**src/rtl/writeback_arbiter.sv**
```systemverilog
// Writeback arbiter: merges main-pipeline writebacks with buffered
// long-latency results onto a single register-file write port, and keeps
// a pending-register scoreboard for hazard detection at decode.
module writeback_arbiter #(
    parameter int FIFO_DEPTH = 2
) (
    input  logic        clk,
    input  logic        reset,
    input  logic        pipe_wrd,
    input  logic [4:0]  pipe_addr,
    input  logic [31:0] pipe_data,
    input  logic        lu_valid,
    input  logic [4:0]  lu_addr,
    input  logic [31:0] lu_data,
    output logic        lu_ready,
    input  logic        issue_valid,
    input  logic [4:0]  issue_addr,
    input  logic [4:0]  src_a,
    input  logic [4:0]  src_b,
    output logic        hazard,
    output logic        wb_wrd,
    output logic [4:0]  wb_addr,
    output logic [31:0] wb_data
);

    // Storage is exactly two entries; the one-bit pointers below rely on that.
    localparam logic [1:0] DEPTH_C = 2'(FIFO_DEPTH);

    logic [4:0]  fifo_addr_r [0:1];
    logic [31:0] fifo_data_r [0:1];
    logic        rd_ptr_r;
    logic        wr_ptr_r;
    logic [1:0]  count_r;
    logic [31:0] pending_r;

    logic        push_s;
    logic        pop_s;
    logic [4:0]  head_addr_s;
    logic [31:0] head_data_s;
    logic [1:0]  count_next_s;
    logic [31:0] set_mask_s;
    logic [31:0] clr_mask_s;
    logic [31:0] pending_next_s;

    // Ready comes only from the registered count, so a full FIFO never
    // accepts even when it is being popped in the same cycle.
    assign lu_ready = (count_r < DEPTH_C);

    // Register 0 is never pending, so it needs no special case here.
    assign hazard = pending_r[src_a] | pending_r[src_b] |
                    (issue_valid & pending_r[issue_addr]);

    // Handshake, FIFO head, occupancy and scoreboard next-state.
    always_comb begin
        push_s       = lu_valid && lu_ready;
        pop_s        = (!pipe_wrd) && (count_r != 2'd0);
        head_addr_s  = fifo_addr_r[rd_ptr_r];
        head_data_s  = fifo_data_r[rd_ptr_r];
        count_next_s = count_r;
        set_mask_s   = 32'd0;
        clr_mask_s   = 32'd0;

        case ({push_s, pop_s})
            2'b10:   count_next_s = count_r + 2'd1;
            2'b01:   count_next_s = count_r - 2'd1;
            default: count_next_s = count_r;
        endcase

        if (issue_valid && (issue_addr != 5'd0)) begin
            set_mask_s[issue_addr] = 1'b1;
        end else begin
            set_mask_s = 32'd0;
        end

        if (pop_s && (head_addr_s != 5'd0)) begin
            clr_mask_s[head_addr_s] = 1'b1;
        end else begin
            clr_mask_s = 32'd0;
        end

        // Clear first, then set, so a same-cycle re-issue keeps the bit.
        pending_next_s = ((pending_r & ~clr_mask_s) | set_mask_s) & 32'hFFFF_FFFE;
    end

    // FIFO storage, pointers and occupancy.
    always_ff @(posedge clk or posedge reset) begin
        if (reset) begin
            for (int i = 0; i < 2; i++) begin
                fifo_addr_r[i] <= 5'd0;
                fifo_data_r[i] <= 32'd0;
            end
            rd_ptr_r <= 1'b0;
            wr_ptr_r <= 1'b0;
            count_r  <= 2'd0;
        end else begin
            if (push_s) begin
                fifo_addr_r[wr_ptr_r] <= lu_addr;
                fifo_data_r[wr_ptr_r] <= lu_data;
                wr_ptr_r              <= ~wr_ptr_r;
            end
            if (pop_s) begin
                rd_ptr_r <= ~rd_ptr_r;
            end
            count_r <= count_next_s;
        end
    end

    // Register-file write port: pipeline first, then FIFO head, else idle.
    // Writes to register 0 are consumed but never asserted on the port.
    always_ff @(posedge clk or posedge reset) begin
        if (reset) begin
            wb_wrd  <= 1'b0;
            wb_addr <= 5'd0;
            wb_data <= 32'd0;
        end else if (pipe_wrd) begin
            wb_wrd  <= (pipe_addr != 5'd0);
            wb_addr <= pipe_addr;
            wb_data <= pipe_data;
        end else if (pop_s) begin
            wb_wrd  <= (head_addr_s != 5'd0);
            wb_addr <= head_addr_s;
            wb_data <= head_data_s;
        end else begin
            wb_wrd  <= 1'b0;
        end
    end

    // Pending-register scoreboard.
    always_ff @(posedge clk or posedge reset) begin
        if (reset) begin
            pending_r <= 32'd0;
        end else begin
            pending_r <= pending_next_s;
        end
    end

endmodule

```
**config.mk**
```make
export PLATFORM = sky130hd
export DESIGN_NAME = writeback_arbiter
export DESIGN_NICKNAME = d
export VERILOG_FILES = /design/src/rtl/writeback_arbiter.sv
export SDC_FILE = /design/constraint.sdc
export NUM_CORES = 1
export LEC_CHECK = 0
export BUFFER_PORTS_ARGS = -buffer_cell sky130_fd_sc_hd__buf_2
export CORE_MARGIN = 2
export CORE_UTILIZATION = 45
export CTS_CLUSTER_DIAMETER = 50
export DETAILED_ROUTE_END_ITERATION = 7
export PLACE_DENSITY = 0.67
export SYNTH_ARGS = -nofsm -noshare
export SYNTH_HDL_FRONTEND = slang
export SYNTH_SLANG_ARGS = --single-unit
```
**constraint.sdc**
```tcl
create_clock -name clk -period 8.15 [get_ports clk]
set_clock_uncertainty 0.1 [all_clocks]
set_input_delay 1.63 -clock clk [delete_from_list [all_inputs] [get_ports clk]]
set_output_delay 1.63 -clock clk [all_outputs]
set_load 0.05 [all_outputs]
```
# Yosys cells after proc, flatten, opt, wreduce, memory -nomap -nowiden
# Cells that the tools add are included.
# classes
n_addsub	2
n_lt_le_gt_ge	10
n_eq_ne	2
muxes	31
bitwise_logic	10
reduce_logical	14
# op_table
operator	n
$mux W32	8
$bwmux W64	1
$and A32 B32 Y32	1
$demux W32 S1	1
$not A32 Y32	1
$or A32 B32 Y32	1
$mux W5	6
$lt A5 B6 Y1 const B	4
$bmux W1 S5	3
$reduce_bool A5 Y1	3
$bwmux W10	1
$demux W1 S5	2
$ge A5 B1 Y1 const B	2
$logic_and A1 B1 Y1	7
$mux W1	7
$reduce_bool A2 Y1	3
$demux W5 S1	1
$ge A2 B2 Y1 const B	2
$not A1 Y2	2
$pmux W2 S2	1
$add A2 B1 Y2 const B	1
$eq A2 B1 Y1 const B	1
$eq A2 B2 Y1 const B	1
$lt A2 B1 Y1 const B	1
other kinds (6)	8
# word_totals
reg_bits	147
input_bits	94
output_inout_bits	40

# Longest topological paths before layout
# Gate-level depths: netlist of the first run.
# depth
ltp_word	12
mapped_depth	7

# Worst setup path before layout of the first run
# No wires, ideal clock.
# synth_timing
path_kind	input -> output
from	in issue_addr[3]
to	out hazard
t_arrival_ns	3.377
t_required_ns	6.420
slack_ns	3.043
stages	6
path_cell_list	clkbuf_1 or3_1 o221a_2 a22oi_1 a211oi_1 o2111ai_1
# synth_between
elab_chain_len	4
# synth_lines
element	line_no	rtl
start: declaration	17	input logic [4:0] issue_addr,
$bmux W1 S5	51	(issue_valid & pending_r[issue_addr]);
$mux W1 (implied by the code)	51	
$and A1 B1 Y1	51	
$or A1 B1 Y1	50	assign hazard = pending_r[src_a] | pending_r[src_b] |
end: declaration	20	output logic hazard,
# No other way between the ends. The select of a mux whose other input is x is not followed.

# Final worst setup path of the first run
# layout_timing
from	in issue_addr[1]
to	out hazard
# The elaborated chain is that of the path after synthesis.

==> results.cfg, run 1 <==
[run_status]
status = finished, final reports clean

[logic_synthesis]
synth_cells = 652
ys_types = 49
synth_top_area_share_pct = 50.9
yosysTopAreaCell = dfrtp_1
syn_area_um2 = 7230
async_flop_share_pct = 100
yosysWarnings = 0
ys.flop_type = dfrtp_1
synth_edf_count = 0
synth_area_leaders = dfrtp_1 51%, mux2_2 13%, o21ai_0 7.3%
ys_seq_area_share_pct = 50.9
syn_avg_cell_area_um2 = 11.1
synth_seq_cells = 147
syn-num-nets = 747

[worst_setup_path]
cpMostUsedCell = buf_2
path_class = input port to output pin
required_ns = 6.42
cp-end-kind = output pin
worstSetupStartpointType = input port
crit_fanout = 16
cp_cell_sequence = buf_2, mux2_2, a222oi_1, a22oi_1, a211oi_1, o2111ai_1, buf_2
crit_path_top_delay_cell = mux2_2
worst_path_largest_cell_delay_ns = 0.38
arrival_ns = 3.45

[pwr]
vdd_drop_max_uv = 227
finalPower_mw = 3.58
power_density_nw_per_um2 = 416
p_leak_nw = 3.89

[clocking]
cts_resized = 0
clk_latency_ns = 0.41
cts_setup_buffers = 0
holdBufCountCts = 0
cts_inserted_buffers = 17
cts_tree = yes
clk_pin_slew_worst_paths_ns = 0.05
htreeDepth = 4
cts.sinks = 147
cts_root_buffer = clkbuf_16
cts_buffer_depth = 2

[global_routing]
grt_start_max_net_pins = 79
antenna_found_initial = 2
grt_first_pass_wirelength_mm = 29.0
overflow = 0
grt_usage_pct = 22.1
grt_pass1_vias = 5679

[die]
ios = 134
start_util_pct = 45.9
core-area_um2 = 15800
fp.dieW_um = 131
dieArea_um2 = 17100
rows = 46
die-height_um = 131

[final_layout]
syn_to_final_growth_pct = 18.9
nNetsFinal = 863
drive_gt1_share_pct = 33.6
fin_util_pct = 54.5
diodes = 0
final_cells = 996

[sta]
setup_viol_count_final = 0
rsz0062_at_grt = no
worstMarginPinSlew_ns = 1.14
max_freq_ghz = 0.193
fin_setup_tns_ns = 0
timing.slew.headroom_pct = 23.9
drv_slew = 0
post-route-period-util_pct = 63.5
hold_viol = 0
period_needed_ns = 5.18

[routing]
routed-via-count = 5540
drc = 0
wl_per_cell_um = 17.9
firstDrtPassIters = 4
routed_wl_mm = 17.8
drtAntennaViolNets = 0
drt_iter0_markers = 287
via_per_inst = 5.56

[place]
dp.cells = 965
routabilityCongestion = 0.932
port_buffers = 133
hpwl_mm = 12.7

[run]
max_cap_viol_count = 0

[min_path]
hp-class = flop to flop
[cell usage in the layout (no fill, tap or decap), types with 3 or more instances in the layout]
cell type / count
xnor2_1: 4
o21ai_0: 105
mux4_2: 10
clkbuf_8: 5
nand3b_1: 3
nor3_1: 3
dfrtp_1: 146
inv_1: 5
nand2_1: 63
nor2_1: 40
buf_2: 133
buf_4: 3
mux4_1: 4
clkbuf_1: 6
clkbuf_16: 17
a21oi_1: 34
mux2i_1: 49
nor2b_1: 8
nand3_1: 12
mux2_2: 81
nor3b_1: 3
nand2b_1: 8
[cell usage after synthesis, types with 2 or more instances]
cell type  number
a221oi_1        2
inv_1           6
nand2_1        63
xnor2_1         4
and3_1          2
buf_6           2
nor3_1          3
nor2b_1         8
mux4_1          4
nand3b_1        3
nor2_1         41
a21oi_1        34
o21ai_0       105
nor3b_1         3
buf_4           5
mux2i_1        49
nand2b_1        8
nand4_1         2
mux4_2         10
clkbuf_1       17
dfrtp_1       147
buf_2          14
mux2_2         81
nand3_1        13
nor4_1          2
[final timing paths]
check                                                  from                          end  slack (ns)  cells past startpoint
worst max-delay path                          issue_addr[1]                       hazard        2.97                      7
max in group asynchronous                             reset  fifo_data_r[11]$_DFFE_PP0P_        5.39                      3
min in group asynchronous                             reset         wr_ptr_r$_DFFE_PP0P_        1.24                      2
worst max register to register       count_r[0]$_DFFE_PP0P_      pending_r[10]$_DFF_PP0_        5.76                      6
worst min-delay path            fifo_data_r[11]$_DFFE_PP0P_  fifo_data_r[11]$_DFFE_PP0P_        0.40                      1
worst min register to register  fifo_data_r[11]$_DFFE_PP0P_  fifo_data_r[11]$_DFFE_PP0P_        0.40                      1
[sequential cells by signal (all words and copies together) (netlist names)]
name,flops
fifo_addr_r,10
wr_ptr_r,1
wb_wrd,1
wb_data,32
count_r,2
fifo_data_r,64
rd_ptr_r,1
wb_addr,5
pending_r,31
[critical path, delay by kind of cell]
kind | cells | cell delay, ns
AO/OA/AOI/OAI | 4 | 0.89
buffers and inverters | 2 | 0.56
multiplexers | 1 | 0.38
[final cells by class]
cell class | count | area, µm²
Clock buffer | 28 | 517
Clock inverter | 3 | 67.6
Fill cell | 1443 | 7170
Inverter | 6 | 27.5
Multi-Input combinational cell | 460 | 3350
Sequential cell | 147 | 3680
Tap cell | 216 | 270
Timing Repair Buffer | 136 | 688
[metal layers]
metal | global-route usage, % | routed length (µm) | vias up
met5 | 0 | 23 | -
met4 | 8.57 | 466 | 4
met3 | 6.88 | 1250 | 40
met2 | 37.1 | 8750 | 175
met1 | 27.0 | 7350 | 2749
li1 | - | - | 2572
[through the flow]
step           setup WS (ns)  hold WS (ns)  cell area, µm²
2_1_floorplan           2.47         0.379            7230
3_3_place_gp            3.01         0.387            8020
3_5_place_dp            3.00         0.394            8020
4_1_cts                 2.99         0.407            8600
5_1_grt                 2.82         0.417            8600
6_report                2.97         0.403            8600
[report_power, final]
part           internal [mW]  switching, mW  total [mW]
Clock                  0.490          0.276       0.766
Combinational          0.598          0.864        1.46
Sequential              1.08          0.268        1.35
[cell families (layout without fill, tap and decap cells)]
group	after synthesis	in the layout	share of synthesized area, %
AO/OA/AOI/OAI	154	154	11.4
XOR/XNOR	5	5	0.605
adder cells (fa/ha/maj)	1	1	0.173
buffers and inverters	45	173	3.04
flip-flops	147	147	50.9
multiplexers	145	145	24.2
AND/OR/NAND/NOR	155	155	9.77
No activity file was read; power rests on OpenSTA's default activity.
==> run 2, diff against run 1 <==
--- a/config.mk
+++ b/config.mk
@@ -5,12 +5,13 @@
 export SDC_FILE = /design/constraint.sdc
 export NUM_CORES = 1
 export LEC_CHECK = 0
+export ABC_AREA = 1
 export BUFFER_PORTS_ARGS = -buffer_cell sky130_fd_sc_hd__buf_2
 export CORE_MARGIN = 2
 export CORE_UTILIZATION = 45
 export CTS_CLUSTER_DIAMETER = 50
 export DETAILED_ROUTE_END_ITERATION = 7
-export PLACE_DENSITY = 0.67
+export PLACE_DENSITY = 0.69
 export SYNTH_ARGS = -nofsm -noshare
 export SYNTH_HDL_FRONTEND = slang
 export SYNTH_SLANG_ARGS = --single-unit
==> constraint.sdc (replaced) <==
create_clock -name clk -period 4.5 [get_ports clk]
set_clock_uncertainty 0.1 [all_clocks]
set_input_delay 0.9 -clock clk [delete_from_list [all_inputs] [get_ports clk]]
set_output_delay 0.9 -clock clk [all_outputs]
set_load 0.05 [all_outputs]
==> run 2 against run 1 <==
  * Setup slack worse by 2.0 ns
  * Global-route usage up 1.6 points
  * Largest cell class unchanged
  * Sequential share of layout area down 0.56 points
  * Largest power group unchanged
  * Clock-buffer cell count down 7
  * Sequential power up 77%
  * Final cell count up 31%
==> results.cfg, run 2 <==
[global_routing]
overflow = 0
grt_pass1_vias = 6524
grt_first_pass_wirelength_mm = 32.9
grt_start_max_net_pins = 75
grt_usage_pct = 23.7
antenna_found_initial = 1

[min_path]
hp-class = flop to flop
hold_depth = 2
holdPathEnd = wb_data[25]$_DFFE_PP0P_
hp-start = wb_data[25]$_DFFE_PP0P_

[final_layout]
top_regs = fifo_data_r (64), wb_data (32), pending_r (31)
drive_gt1_share_pct = 17.8
largest_register = fifo_data_r
diodes = 0
stdcell_area_um2 = 8710
largest_register_ffs = 64
layout_commonest_cell = nand2_1
layout_common_cells = 323 x nand2_1, 147 x dfrtp_1, 133 x buf_2
syn_to_final_growth_pct = 18.5
nNetsFinal = 1171
final_cells = 1304

[die]
die-height_um = 132
rows = 46
fp.dieW_um = 132
dieArea_um2 = 17400
core-area_um2 = 15900
ios = 134
start_util_pct = 46.1

[place]
dp.cells = 1273
port_buffers = 133
hpwl_mm = 13.7
dpl-instance-area_um2 = 8130
routabilityCongestion = 0.942

[worst_setup_path]
path_class = input port to output pin
worstSetupStartpointType = input port
ff2ff_setup_slack_ns = 2.11
reg2reg_to = pending_r[3]$_DFF_PP0_
r2r_cells = 9
cp-end-kind = output pin
r2r_start = rd_ptr_r$_DFFE_PP0P_
crit_fanout = 11
arrival_ns = 2.48
required_ns = 3.50

[logic_synthesis]
synth_top_area_share_pct = 50.0
async_flop_share_pct = 100
ys_seq_area_share_pct = 50.0
syn_area_um2 = 7360
netlist_top_cells_count = 323 x nand2_1, 147 x dfrtp_1, 100 x o21ai_0, 85 x inv_1, 71 x nand3_1
yosysTopAreaCell = dfrtp_1
ys.flop_type = dfrtp_1
synth_most_common_cell = nand2_1
syn-num-nets = 1060
synth_edf_count = 0
syn_avg_cell_area_um2 = 7.62
synth_area_leaders = dfrtp_1 50%, nand2_1 16%, o21ai_0 6.8%
synth_cells = 965
yosysWarnings = 0
ys_types = 30
synth_seq_cells = 147

[sta]
worstMarginPinSlew_ns = 0.894
drv_slew = 0
setup_viol_count_final = 0
max_freq_ghz = 0.287
period_needed_ns = 3.48
hold_viol = 0
fin_setup_tns_ns = 0
rsz0062_at_grt = no
post-route-period-util_pct = 77.4
timing.slew.headroom_pct = 40.4

[clocking]
cts_setup_buffers = 0
htreeDepth = 4
holdBufCountCts = 0
cts_inserted_buffers = 17
cts.sinks = 147
cts_root_buffer = clkbuf_16
cts_resized = 0
clk_latency_ns = 0.42
cts_buffer_depth = 2
clk_pin_slew_worst_paths_ns = 0.06
cts_tree = yes

[routing]
wl_per_cell_um = 15.2
drc = 0
firstDrtPassIters = 5
routed-via-count = 6733
drt_iter0_markers = 489
via_per_inst = 5.16
routed_wl_mm = 19.9
drtAntennaViolNets = 0

[pwr]
vdd_drop_max_uv = 375
power_density_nw_per_um2 = 717
p_leak_nw = 4.39

[run_status]
status = finished, final reports clean

[run]
max_cap_viol_count = 0
[run 2: changes by cell type in the layout (fill, tap and decap cells not counted), moves of 49 or more]
cell	change
inv_1	+79
o21ai_1	+54
mux2_2	-81
mux2i_1	-49
nand3_1	+58
nand2_1	+260
[run 2: where the power goes]
group	switching (mW)	total (mW)	leakage (nW)	internal, mW
Sequential	0.459	2.39	1.81	1.93
Clock	0.530	1.41	0.291	0.880
Combinational	1.75	2.45	2.29	0.700
Total	2.74	6.25	4.39	3.51
[run 2: stage by stage]
| stage | util [%] | hold WS [ns] | power (mW) | setup WS [ns] |
|---|---|---|---|---|
| floorplan | - | 0.353 | 4.15 | 1.39 |
| global placement | 51.0 | 0.366 | 4.81 | 1.08 |
| detailed placement | 51.0 | 0.373 | 4.85 | 1.07 |
| CTS | 54.7 | 0.387 | 6.28 | 1.06 |
| global route | 54.7 | 0.404 | 6.71 | 0.842 |
| finish | 54.7 | 0.380 | 6.25 | 1.02 |
[run 2: cell families (layout without fill, tap and decap cells)]
kind of cell             after synthesis  in the layout  share of synthesized area [%]
adder cells (fa/ha/maj)                1              1                          0.170
AND/OR/NAND/NOR                      454            454                           25.5
buffers and inverters                144            267                           7.93
flip-flops                           147            147                           50.0
XOR/XNOR                               3              3                          0.357
AO/OA/AOI/OAI                        216            216                           16.1
[run 2: cell type report]
class	count	area (µm²)
clock buffer	21	450
clock inverter	10	133
fill	1625	7230
timing repair buffer	140	718
inverter	96	364
tap	216	270
sequential	147	3680
multi-input combinational	674	3100
[run 2: worst max path at each step]
stage / endpoint / from / cells past startpoint
CTS: hazard / issue_addr[1] / 12
floorplan: hazard / issue_addr[0] / 10
global placement: hazard / issue_addr[1] / 12
detailed placement: hazard / issue_addr[1] / 12
finish: hazard / issue_addr[1] / 12
global route: hazard / issue_addr[1] / 12
[run 2: per-layer routing]
metal  wire length [µm]  global-route usage (%)
met1               8860                    31.1
met2               9390                    38.9
met3               1160                    5.42
met4                434                    7.97
met5                 17                       0
[run 2: critical path, stage by stage]
cell     delay (ns)
buf_2          0.18
inv_1          0.15
nor2_1         0.42
nand2_1        0.09
nand3_1        0.10
nand2_1        0.05
nand2_1        0.07
nor2_1         0.04
nand2_1        0.06
nand2_1        0.09
nand3_1        0.08
buf_2          0.26
==> run 3, diff against run 2 <==
==> constraint.sdc (replaced) <==
create_clock -name clk -period 2.9 [get_ports clk]
set_clock_uncertainty 0.1 [all_clocks]
set_input_delay 0.58 -clock clk [delete_from_list [all_inputs] [get_ports clk]]
set_output_delay 0.58 -clock clk [all_outputs]
set_load 0.05 [all_outputs]
==> run 3 against run 2 <==
  * Register-to-register slack worse by 1.2 ns
  * Final area is 2.2% higher
  * Utilization is 1.2 points higher
  * Global-route usage is 0.18 points higher
  * Worst hold slack worse by 0.18 ns
  * Sequential power is 56% higher
  * Wire length is 1.9% higher
  * Via count is 1.1% higher
  * Critical path depth is 1 lower
  * Clock-buffer cell count is 1 lower
  * Setup slack worse by 0.78 ns
  * Largest cell class unchanged
==> results.cfg, run 3 (same netlist as run 2, synthesis figures left out) <==
[worst_setup_path]
ff2ff_setup_slack_ns = 0.91
arrival_ns = 1.98
path_delay_family = buffers and inverters
r2r_start = rd_ptr_r$_DFFE_PP0P_
reg2reg_to = pending_r[2]$_DFF_PP0_
cp_cell_sequence = buf_2, inv_1, nand2_1, nand3_1, nand3_1, nand2_1, nand2_1, nand3_1, nand2_1, nand3_1, buf_2
cp-end-kind = output pin
r2r_cells = 7
crit_path_top_delay_cell = inv_1
worstSetupStartpointType = input port
worst_path_largest_cell_delay_ns = 0.36
required_ns = 2.22
path_class = input port to output pin
crit_fanout = 17
crit_buf_inv = 3

[final_layout]
top_regs = fifo_data_r (64), wb_data (32), pending_r (31)
largest_register = fifo_data_r
syn_to_final_growth_pct = 21.1
nNetsFinal = 1186
n_fill_cell = 1511
layout_common_cells = 323 x nand2_1, 147 x dfrtp_1, 133 x buf_2
largest_register_ffs = 64
layout_commonest_cell = nand2_1
drive_gt1_share_pct = 19.2

[pwr]
pwr-share-clk_pct = 23.0
p_leak_nw = 4.49
power_density_nw_per_um2 = 1110
p_seq_share_pct = 37.8
vdd_drop_max_uv = 569
p_comb_share_pct = 39.3
intPower_mw = 5.53
p_sw_mw = 4.32
switching_share_pct = 43.9

[sta]
setup_viol_count_final = 0
post-route-period-util_pct = 91.9
fin_setup_tns_ns = 0
hold_viol = 0
max_freq_ghz = 0.375
period_needed_ns = 2.66
worstMarginPinSlew_ns = 0.788
whs_ns = 0.199
drv_slew = 0
rsz0062_at_grt = no
timing.slew.headroom_pct = 47.4

[routing]
routed_wl_mm = 20.2
via_per_inst = 5.15
drt_iter0_markers = 481
firstDrtPassIters = 5
routed-via-count = 6804
drtAntennaViolNets = 0
wl_per_cell_um = 15.3
drc = 0

[clocking]
cts_tree = yes
holdBufCountCts = 0
cts_root_buffer = clkbuf_16
clk_latency_ns = 0.42
cts.sinks = 147
cts_setup_buffers = 0
htreeDepth = 4
clk_pin_slew_worst_paths_ns = 0.06
cts_inserted_buffers = 17
cts_buffer_depth = 2
cts_resized = 0

[die]
fp.dieW_um = 132
die-height_um = 132
rows = 46
dieArea_um2 = 17400
core-area_um2 = 15900
ios = 134
start_util_pct = 46.1

[global_routing]
overflow = 0
antenna_found_initial = 1
grt_pass1_vias = 6551
grt_usage_pct = 23.9
grt_start_max_net_pins = 54
grt_first_pass_wirelength_mm = 33.3

[place]
hpwl_mm = 14.1
port_buffers = 133
routabilityCongestion = 0.942

[run]
max_cap_viol_count = 0

[run_status]
status = finished, final reports clean

[min_path]
hp-class = input port to async pin
[run 3: cell count changes in the layout (fill, tap and decap cells not counted)]
| cell | change |
|---|---|
| clkbuf_1 | -2 |
| clkinv_2 | -2 |
| buf_4 | +11 |
| diode_2 | +1 |
| inv_6 | +1 |
| clkbuf_8 | +1 |
| clkinvlp_4 | +3 |
| buf_12 | +4 |
[run 3: worst max-delay path by stage]
stage | startpoint | to | slack (ns) | depth (start not counted)
final | src_b[0] | hazard | 0.24 | 11
after detailed placement | src_b[0] | hazard | 0.26 | 11
after CTS | src_b[0] | hazard | 0.26 | 11
after floorplan | reset | count_r[0]$_DFFE_PP0P_ | 0.37 | 1
after global routing | src_b[0] | hazard | 0.04 | 11
after global placement | src_b[0] | hazard | 0.29 | 11
[run 3: per-stage QoR]
step	power [mW]	instances	utilization (%)	area (µm²)	setup slack (ns)
3_3_place_gp	7.50	1288	52.0	8290	0.290
4_1_cts	9.88	1320	55.8	8900	0.258
5_1_grt	10.5	1321	55.9	8910	0.0439
6_report	9.85	1321	55.9	8910	0.235
3_5_place_dp	7.58	1288	52.0	8290	0.260
2_1_floorplan	6.44	965	-	7360	0.373
[run 3: power groups by stage]
stage               Combinational [mW]  Sequential, mW  Clock [mW]
floorplan                         2.16            4.28           0
global placement                  3.79            3.71           0
detailed placement                3.87            3.71           0
CTS                               3.89            3.69        2.30
global route                      4.30            3.82        2.38
finish                            3.87            3.72        2.27
[run 3: final cells by class]
class,instances,area [µm²],area share (%)
clock buffer,20,457,5.13
antenna,1,2.50,0.0281
multi-input combinational,674,3100,34.8
inverter,96,364,4.09
clock inverter,12,154,1.73
timing repair buffer,155,881,9.89
tap,216,270,3.03
sequential,147,3680,41.3
[run 3: per-layer routing]
metal | vias to the layer above | routed length (µm) | GRT usage [%]
li1 | 3387 | - | -
met1 | 3151 | 8900 | 31.5
met2 | 225 | 9480 | 38.2
met3 | 41 | 1260 | 5.57
met4 | 0 | 610 | 9.66
met5 | - | 0 | 0
